## config.mk

```make
export PLATFORM = sky130hd
export DESIGN_NAME = matrix_alu_responder
export DESIGN_NICKNAME = d
export VERILOG_FILES = /design/src/rtl/matrix_pkg.sv /design/src/rtl/matrix_elem_op.sv /design/src/rtl/matrix_alu_responder.sv
export SDC_FILE = /design/constraint.sdc
export NUM_CORES = 2
export LEC_CHECK = 0
export BUFFER_PORTS_ARGS = -buffer_cell sky130_fd_sc_hd__clkbuf_2
export CORE_ASPECT_RATIO = 1.4
export CORE_MARGIN = 2
export CORE_UTILIZATION = 50
export DETAILED_ROUTE_END_ITERATION = 6
export GPL_TIMING_DRIVEN = 0
export HOLD_SLACK_MARGIN = 0.05
export PLACE_DENSITY = 0.76
export SLEW_MARGIN = 20
export SYNTH_ARGS = -nofsm -noshare
export SYNTH_HDL_FRONTEND = slang
export SYNTH_HIERARCHICAL = 1
export SYNTH_SLANG_ARGS = --single-unit
```

## constraint.sdc

```tcl
create_clock -name Clk -period 7.2 [get_ports Clk]
set_clock_uncertainty 0.15 [all_clocks]
set_input_delay 1.8 -clock Clk [delete_from_list [all_inputs] [get_ports Clk]]
set_output_delay 1.8 -clock Clk [all_outputs]
set_load 0.05 [all_outputs]
```

## src/rtl/matrix_pkg.sv

```systemverilog
`default_nettype none
// ============================================================================
// matrix_pkg : opcodes, register map and types shared by the matrix ALU
// Rev 1.0
// ============================================================================
package matrix_pkg;

  localparam int ELEM_W = 16;
  localparam int N_ELEM = 16;
  localparam logic [15:0] BASE_ADDR_DEFAULT = 16'h3000;

  typedef logic [ELEM_W-1:0]        elem_t;
  typedef logic [N_ELEM*ELEM_W-1:0] matrix_t;
  typedef logic [7:0]               opcode_t;

  localparam opcode_t OP_STOP      = 8'hFF;
  localparam opcode_t OP_ADD       = 8'h01;
  localparam opcode_t OP_SUB       = 8'h02;
  localparam opcode_t OP_TRANSPOSE = 8'h03;
  localparam opcode_t OP_SCALE     = 8'h04;
  localparam opcode_t OP_SCALE_IMM = 8'h05;
  // Engine-side opcodes that share the encoding space but never reach this unit
  localparam opcode_t OP_ENG_10    = 8'h10;
  localparam opcode_t OP_ENG_11    = 8'h11;
  localparam opcode_t OP_ENG_12    = 8'h12;
  localparam opcode_t OP_ENG_13    = 8'h13;

  localparam logic [3:0] REG_SRC1   = 4'h0;
  localparam logic [3:0] REG_SRC2   = 4'h1;
  localparam logic [3:0] REG_CMD    = 4'h2;
  localparam logic [3:0] REG_RESULT = 4'h3;
  localparam logic [3:0] REG_STATUS = 4'h4;

  typedef enum logic [1:0] {
    ST_IDLE    = 2'd0,
    ST_COMPUTE = 2'd1,
    ST_DONE    = 2'd2
  } state_e;

  function automatic logic is_alu_op(input opcode_t op);
    case (op)
      OP_ADD, OP_SUB, OP_TRANSPOSE, OP_SCALE, OP_SCALE_IMM: return 1'b1;
      OP_STOP, OP_ENG_10, OP_ENG_11, OP_ENG_12, OP_ENG_13:  return 1'b0;
      default:                                              return 1'b0;
    endcase
  endfunction

endpackage
`default_nettype wire

```

## src/rtl/matrix_elem_op.sv

```systemverilog
`default_nettype none
// ============================================================================
// matrix_elem_op : combinational single-element operator (MATRIX_ALU_SATURATE_EN)
// Rev 1.0
// ============================================================================
module matrix_elem_op
  import matrix_pkg::*;
(
  input  opcode_t op_i,
  input  elem_t   a_i,
  input  elem_t   b_i,
  input  elem_t   scalar_i,
  output elem_t   y_o
);

`ifdef MATRIX_ALU_SATURATE_EN
  function automatic elem_t sat16(input logic signed [31:0] v);
    if (v > 32'sd32767)  return 16'h7FFF;
    if (v < -32'sd32768) return 16'h8000;
    return v[15:0];
  endfunction

  logic signed [31:0] a_s, b_s, k_s;
  assign a_s = {{16{a_i[15]}}, a_i};
  assign b_s = {{16{b_i[15]}}, b_i};
  assign k_s = {{16{scalar_i[15]}}, scalar_i};

  always_comb begin
    y_o = a_i;
    case (op_i)
      OP_ADD:                 y_o = sat16(a_s + b_s);
      OP_SUB:                 y_o = sat16(a_s - b_s);
      OP_SCALE, OP_SCALE_IMM: y_o = sat16(a_s * k_s);
      default:                ;
    endcase
  end
`else
  always_comb begin
    y_o = a_i;
    case (op_i)
      OP_ADD:                 y_o = a_i + b_i;
      OP_SUB:                 y_o = a_i - b_i;
      OP_SCALE, OP_SCALE_IMM: y_o = a_i * scalar_i;
      default:                ;
    endcase
  end
`endif

endmodule
`default_nettype wire

```

## src/rtl/matrix_alu_responder.sv

```systemverilog
`default_nettype none
// ============================================================================
// matrix_alu_responder : memory-mapped 4x4 matrix ALU on the engine bus
// Optional saturation via MATRIX_ALU_SATURATE_EN.  Rev 1.0
// ============================================================================
module matrix_alu_responder
  import matrix_pkg::*;
#(
  parameter logic [15:0] BASE_ADDR = BASE_ADDR_DEFAULT
) (
  input  logic        Clk,
  input  logic        nReset,
  input  logic        nRead,
  input  logic        nWrite,
  input  logic [15:0] address,
  input  matrix_t     ExeDataOut,
  output matrix_t     AluDataOut
);

  state_e     state_q, state_d;
  matrix_t    src1_q, src1_d, src2_q, src2_d;
  matrix_t    result_q, result_d, shadow_q, shadow_d;
  matrix_t    rdata_q, rdata_d, dout_q;
  opcode_t    op_q, op_d;
  elem_t      imm_q, imm_d;
  logic [4:0] idx_q, idx_d;
  logic       done_q, done_d, err_q, err_d;
  logic       nwrite_prev_q;

  logic       hit, wr_stb, rd_stb, busy;
  logic [3:0] offset, el_idx;
  logic [7:0] a_base, b_base;
  elem_t      a_el, b_el, k_el, y_el;
  opcode_t    cmd_op;

  assign hit    = (address[15:4] == BASE_ADDR[15:4]);
  assign offset = address[3:0];
  assign wr_stb = hit && !nWrite && nwrite_prev_q;
  assign rd_stb = hit && !nRead && nWrite;
  assign busy   = (state_q == ST_COMPUTE);
  assign cmd_op = ExeDataOut[31:24];

  // Transpose fetches src1 at the mirrored (col,row) position
  assign el_idx = (op_q == OP_TRANSPOSE) ? {idx_q[1:0], idx_q[3:2]} : idx_q[3:0];
  assign a_base = {el_idx, 4'h0};
  assign b_base = {idx_q[3:0], 4'h0};
  assign a_el   = src1_q[a_base +: ELEM_W];
  assign b_el   = src2_q[b_base +: ELEM_W];
  assign k_el   = (op_q == OP_SCALE) ? src2_q[ELEM_W-1:0] : imm_q;

  matrix_elem_op u_elem_op (
    .op_i     (op_q),
    .a_i      (a_el),
    .b_i      (b_el),
    .scalar_i (k_el),
    .y_o      (y_el)
  );

  always_comb begin
    state_d  = state_q;
    src1_d   = src1_q;
    src2_d   = src2_q;
    result_d = result_q;
    shadow_d = shadow_q;
    op_d     = op_q;
    imm_d    = imm_q;
    idx_d    = idx_q;
    done_d   = done_q;
    err_d    = err_q;

    case (state_q)
      ST_COMPUTE: begin
        // One extra cycle after element 15 commits the shadow buffer
        if (idx_q == 5'd16) begin
          result_d = shadow_q;
          done_d   = 1'b1;
          idx_d    = '0;
          state_d  = ST_DONE;
        end else begin
          shadow_d[b_base +: ELEM_W] = y_el;
          idx_d = idx_q + 5'd1;
        end
      end
      ST_DONE: state_d = ST_IDLE;
      default: ;
    endcase

    if (wr_stb) begin
      case (offset)
        REG_SRC1: if (busy) err_d = 1'b1; else src1_d = ExeDataOut;
        REG_SRC2: if (busy) err_d = 1'b1; else src2_d = ExeDataOut;
        REG_CMD: begin
          if (busy || !is_alu_op(cmd_op)) begin
            err_d = 1'b1;
          end else begin
            op_d    = cmd_op;
            imm_d   = ExeDataOut[15:0];
            idx_d   = '0;
            done_d  = 1'b0;
            err_d   = 1'b0;
            state_d = ST_COMPUTE;
          end
        end
        default: ;
      endcase
    end
  end

  always_comb begin
    rdata_d = '0;
    if (rd_stb) begin
      case (offset)
        REG_SRC1:   rdata_d = src1_q;
        REG_SRC2:   rdata_d = src2_q;
        REG_RESULT: rdata_d = result_q;
        REG_STATUS: rdata_d[2:0] = {err_q, done_q, busy};
        default:    ;
      endcase
    end
  end

  always_ff @(posedge Clk or negedge nReset) begin
    if (!nReset) begin
      state_q       <= ST_IDLE;
      src1_q        <= '0;
      src2_q        <= '0;
      result_q      <= '0;
      shadow_q      <= '0;
      rdata_q       <= '0;
      dout_q        <= '0;
      op_q          <= '0;
      imm_q         <= '0;
      idx_q         <= '0;
      done_q        <= 1'b0;
      err_q         <= 1'b0;
      nwrite_prev_q <= 1'b1;
    end else begin
      state_q       <= state_d;
      src1_q        <= src1_d;
      src2_q        <= src2_d;
      result_q      <= result_d;
      shadow_q      <= shadow_d;
      rdata_q       <= rdata_d;
      dout_q        <= rdata_q;
      op_q          <= op_d;
      imm_q         <= imm_d;
      idx_q         <= idx_d;
      done_q        <= done_d;
      err_q         <= err_d;
      nwrite_prev_q <= nWrite;
    end
  end

  assign AluDataOut = dout_q;

endmodule
`default_nettype wire

```

Yosys cells after proc, flatten, opt, wreduce, memory -nomap -nowiden
Cells that the tools add are included.
{"block": "totals", "regBits": 1570, "wordCells": 91, "mem_count": 0, "latchBits": 0, "in_bits": 276, "ram_bits": 0, "rom_bits": 0}
{"block": "classes", "eq_ne": 19, "mul": 1, "n_shift": 4, "div_mod_pow": 0, "magnitude_cmp": 0, "bitwise_logic": 3, "reduce_logical": 19, "add_sub_neg": 4, "muxes": 28}
{"cell": "$pmux W253 S3", "n": 1}
{"cell": "$shiftx A256 B9 Y16", "n": 2}
{"cell": "$bwmux W256", "n": 1}
{"cell": "$mux W256", "n": 1}
{"cell": "$shift A16 B10 Y256 const A", "n": 1}
{"cell": "$shiftx A16 B10 Y256", "n": 1}
{"cell": "$pmux W16 S3", "n": 1}
{"cell": "$eq A8 B2 Y1 const B", "n": 4}
{"cell": "$eq A8 B3 Y1 const B", "n": 4}
{"cell": "$mux W5", "n": 5}
{"cell": "$add A16 B16 Y16", "n": 1}
{"cell": "$eq A8 B1 Y1 const B", "n": 2}
{"cell": "$mul A16 B16 Y16", "n": 1}
{"cell": "$mux W16", "n": 1}
{"cell": "$sub A16 B16 Y16", "n": 1}
{"cell": "$eq A12 B10 Y1 const B", "n": 1}
{"cell": "$pmux W3 S4", "n": 1}
{"cell": "$reduce_and A3 Y1", "n": 4}
{"cell": "$mux W1", "n": 10}
{"cell": "$neg A8 Y10", "n": 1}
{"cell": "$eq A4 B2 Y1 const B", "n": 2}
{"cell": "$mux W2", "n": 4}
{"cell": "$add A5 B1 Y5 const B", "n": 1}
{"cell": "$eq A5 B5 Y1 const B", "n": 1}
{"cell": "17 further kinds", "n": 26}

Longest topological paths before layout
{"block": "depth", "word_depth": 10, "ltp_mapped": 32, "depth_no_buf": 27}

Modules after synthesis
Netlist, hierarchy kept.
{"mod": "matrix_alu_responder", "instances": 1, "cells_per_inst": 4455, "seq_area_each_um2": 39288.9, "area_each_um2": 62819.0}
{"mod": "matrix_elem_op", "instances": 1, "cells_per_inst": 656, "seq_area_each_um2": 0.0, "area_each_um2": 5280.1}

Least setup slack after synthesis
OpenSTA, ideal clock, no wires.
{"block": "synth_path", "path_type": "register to register", "from": "register op_q[2]", "to": "register shadow_q[141]", "path_buffers": 2, "stages_incl_launch_ff": 28, "synth_period_minus_slack_ps": 7943, "setup_slack_ps": -743, "setup_ps": 128, "t_required_ps": 6922, "arrival_time_ps": 7666, "path_cell_list": "dfrtp_1 -> or4b_4 -> nor2_8 -> buf_6 -> mux2_2 -> mux4_2 -> a22oi_1 -> nand3_1 -> clkbuf_1 -> and2_1 -> fa_1 -> inv_1 -> fa_1 -> fa_1 -> fa_1 -> inv_1 -> fa_1 -> inv_1 -> fa_1 -> inv_1 -> ha_1 -> nand3_1 -> a21oi_1 -> or4_1 -> a31oi_1 -> o21ai_0 -> and2_1 -> mux2_1"}
{"block": "synth_between", "elab_chain_len": 7, "elab_cells_between_ends": 15, "classes_between": "add/sub: 2; mul: 1; eq/ne: 5; shift: 2; mux: 4; reduce/logical: 1"}
{"item": "start, declared", "line": "matrix_alu_responder.sv:24", "rtl": "opcode_t op_q, op_d;"}
{"item": "start signal, assigned", "line": "matrix_alu_responder.sv:145", "rtl": "op_q <= op_d;"}
{"item": "$eq A8 B2 Y1 (*)", "line": "matrix_alu_responder.sv:44", "rtl": "assign el_idx = (op_q == OP_TRANSPOSE) ? {idx_q[1:0], idx_q[3:2]} : idx_q[3:0];"}
{"item": "$mux W4 (*)", "line": "matrix_alu_responder.sv:44"}
{"item": "$shiftx A256 B9 Y16 (*)", "line": "matrix_alu_responder.sv:47", "rtl": "assign a_el = src1_q[a_base +: ELEM_W];"}
{"item": "named net a_el[5]", "line": "matrix_alu_responder.sv:33", "rtl": "elem_t a_el, b_el, k_el, y_el;"}
{"item": "$mul A16 B16 Y16 (tied with other cells)", "line": "matrix_elem_op.sv:43", "rtl": "OP_SCALE, OP_SCALE_IMM: y_o = a_i * scalar_i;"}
{"item": "$pmux W16 S3 (*)", "line": "matrix_elem_op.sv:40", "rtl": "case (op_i)"}
{"item": "named net y_el[13]", "line": "matrix_alu_responder.sv:33"}
{"item": "$shiftx A16 B10 Y256 (*)", "line": "matrix_alu_responder.sv:80", "rtl": "shadow_d[b_base +: ELEM_W] = y_el;"}
{"item": "$bwmux W256 (*)", "line": "matrix_alu_responder.sv:80"}
{"item": "end signal, assigned", "line": "matrix_alu_responder.sv:142", "rtl": "shadow_q <= shadow_d;"}
{"item": "end, declared", "line": "matrix_alu_responder.sv:22", "rtl": "matrix_t result_q, result_d, shadow_q, shadow_d;"}
Mark *: on every way through the listed nets, which the timed path passes. The rest lies on a longest branch.
A chain may end at the register's enable or synchronous reset.

Worst setup path in the final report
{"block": "layout_path", "from": "register op_q[6]", "to": "register shadow_q[255]"}
The elaborated chain is that of the path after synthesis.

==> impl_metrics.env <==
export IMPL_port_buffers=531
export IMPL_cts_root_buffer="clkbuf_16"
export IMPL_synth_area_leaders="dfrtp_1 (58%), mux2_2 (16%), a222oi_1 (3.8%), mux4_2 (2.9%), fa_1 (2.4%)"
export IMPL_pin_count=532
export IMPL_period_needed_ps=8750
export IMPL_track_usage=0.395
export IMPL_drtIter0Drc=7911
export IMPL_final_area_um2=83100
export IMPL_final_util=0.613
export IMPL_antenna_found_initial=51
export IMPL_start_util=0.502
export IMPL_fin_nets=6385
export IMPL_clockBufferDepth=3
export IMPL_clkTransAtPathRegs_ps=70
export IMPL_synth_top_area_frac=0.577
export IMPL_cts_tree="done"
export IMPL_synth_top_cells_by_count="dfrtp_1 (1569), mux2_2 (941), nand2_1 (327)"
export IMPL_die_area_um2=139000
export IMPL_htreeDepth=4
export IMPL_syn_nets=5538
export IMPL_core_area_um2=136000
export IMPL_die_h_um=441
export IMPL_syn_to_final_growth_pct=22.0
export IMPL_p_total_mw=25.8
export IMPL_grt_pass1_vias=51500
export IMPL_async_flop_share=1.00
export IMPL_ys_seq_area_frac=0.577
export IMPL_vias=51600
export IMPL_route_detailed_drc=101
export IMPL_rows=160
export IMPL_synth_edf_count=0
export IMPL_cp_data_required_time_ps=7790
export IMPL_firstDrtPassIters=7
export IMPL_tns_ps=-177520
export IMPL_wire_per_inst_um=35.3
export IMPL_endpoint_kind="flop"
export IMPL_yosysWarnings=6
export IMPL_syn_area_per_cell_um2=13.3
export IMPL_min_delay_start="rdata_q[143]"
export IMPL_cp_slowest_cell="nand4_1"
export IMPL_synthFlopType="dfrtp_1"
export IMPL_vdd_drop_max_mv=0.302
export IMPL_power_leakage_nw=40.1
export IMPL_synth_seq_cells=1570
export IMPL_violations="design-rule violations, negative setup slack"
export IMPL_setup_viol=176
export IMPL_crit_arrival_ps=9340
export IMPL_start_kind="flop"
export IMPL_clk_insertion_delay_late_ps=860
export IMPL_cts_hold_buf=0
export IMPL_fmax_mhz=114
export IMPL_critPathLaunch="op_q[6]"
export IMPL_worstSetupPathType="flop to flop"
export IMPL_clock_sinks=1570
export IMPL_maxCapViolCount=0
export IMPL_yosysMostFrequentCell="dfrtp_1"
export IMPL_dieWidth_um=316
export IMPL_r2r_start="op_q[6]"
export IMPL_final_hold_viol_count=0
export IMPL_synthCells=5111
export IMPL_drtAntennaViolNets=0
export IMPL_drive_gt1_frac=0.410
export IMPL_grt_max_degree=101
export IMPL_crit_fanout=5
export IMPL_cpPeakStageDelay_ps=680
export IMPL_gp_routability_congestion=1.05
export IMPL_synth_area_um2=68100
export IMPL_slew_headroom=0.137
export IMPL_hold_class="flop to flop"
export IMPL_rsz0062_at_grt="yes"
export IMPL_vias_per_cell=6.55
export IMPL_cts_buffers=144
export IMPL_drv_slew=0
export IMPL_dp_hpwl_mm=208
export IMPL_timing_hold_ws_ps=191
export IMPL_powerDensity_nw_per_um2=311
export IMPL_yosys_area_top_type="dfrtp_1"
export IMPL_dpl_cell_area_um2=74200
export IMPL_cpMostUsedCell="fa_1"
export IMPL_grt_pass1_wl_mm=383
export IMPL_wirelength_mm=278
export IMPL_post_route_period_util=1.22
export IMPL_status="finished with violations"
export IMPL_tightest_slew_ps=1290
export IMPL_synth_cell_types=90
export IMPL_fin_ws_ps=-1550
export IMPL_overflow=0
## critical path, delay by kind of cell (launching register included)
kind	cells	cell delay, ps
simple gates	6	2060
compound gates	6	1400
buf+inv	10	1270
xor+xnor	1	130
fa+ha+maj	7	3130
flops	1	460
## layer usage
| layer | vias to the layer above | global-route usage | part of all wire |
|---|---|---|---|
| li1 | 20300 | - | - |
| met1 | 26600 | 0.462 | 0.34 |
| met2 | 3571 | 0.599 | 0.45 |
| met3 | 1082 | 0.108 | 0.10 |
| met4 | 28 | 0.349 | 0.11 |
| met5 | - | 0 | 0.00065 |
## path summary, 6_finish.rpt
kind,end,slack (ps),depth (start not counted)
hold reg to reg,AluDataOut[143],190,0
setup / recovery,shadow_q[255],-1550,30
setup reg to reg,shadow_q[255],-1550,30
hold / removal,AluDataOut[143],190,0
min in group asynchronous,AluDataOut[126],840,1
max in group asynchronous,rdata_q[18],3530,6
## sequential cells by signal, indices dropped and copies added (netlist names)
signal and flops:
AluDataOut 256, rdata_q 256, result_q 256, shadow_q 256, src1_q 256, src2_q 256, imm_q 16, op_q 8
idx_q 5, state_q 2, done_q 1, err_q 1, nwrite_prev_q 1
## timing repair
item,in CTS,in global routing
gates resized for setup,413,220
pin swaps,97,97
setup buffers,88,47
setup endpoints to repair,214,183
gates cloned,0,2
## cell usage in the layout (no fill, tap or decap), drive strengths merged, types with 29 or more instances in the layout
cell and count:
inv 146, o21ai 117, nor2 314, diode 29, nand2 328, ha 70, a21o 34, nand2b 36
fa 81, a21oi 118, and2 89, buf 343, a222oi 256, dfrtp 1569, o31ai 71, and3 37
xnor2 39, mux4 88, clkbuf 930, mux2 952, nand3 56
## through the flow
stage | setup WS [ps] | cells
after global routing | -1570 | 7868
after global placement | -32400 | 7424
after detailed placement | -3560 | 7466
after CTS | -1410 | 7810
after floorplan | -329 | 5111
final | -1550 | 7882
## area by class of cell
class                   instances  area (um^2)
multi-input cells            3035        28900
diodes                         29         72.6
well taps                    1782         2230
clock buffers                 198         4110
repair buffers                704         5030
clock inverters                61          995
plain buffers                 371         1980
fillers                     10100        52500
flip-flops and latches       1570        39300
inverters                     132          502
## kinds of logic (layout without fill, tap and decap cells)
family | count (synthesis) | in the layout | synth area share
AO/OA/AOI/OAI | 775 | 775 | 0.0878
XOR/XNOR | 66 | 66 | 0.00869
flip-flops | 1570 | 1570 | 0.577
buffers and inverters | 506 | 1466 | 0.0316
AND/OR/NAND/NOR | 979 | 979 | 0.0682
multiplexers | 1064 | 1064 | 0.190
other | 0 | 29 | 0
adder cells (fa/ha/maj) | 151 | 151 | 0.0367
## report_power, final
part / internal (mW) / switching [mW] / leakage [nW]
sequential: 9.06 / 0.179 / 21.9
combinational: 2.80 / 5.53 / 15.7
clock: 4.62 / 3.62 / 2.49
No activity file was read; power rests on OpenSTA's default activity.
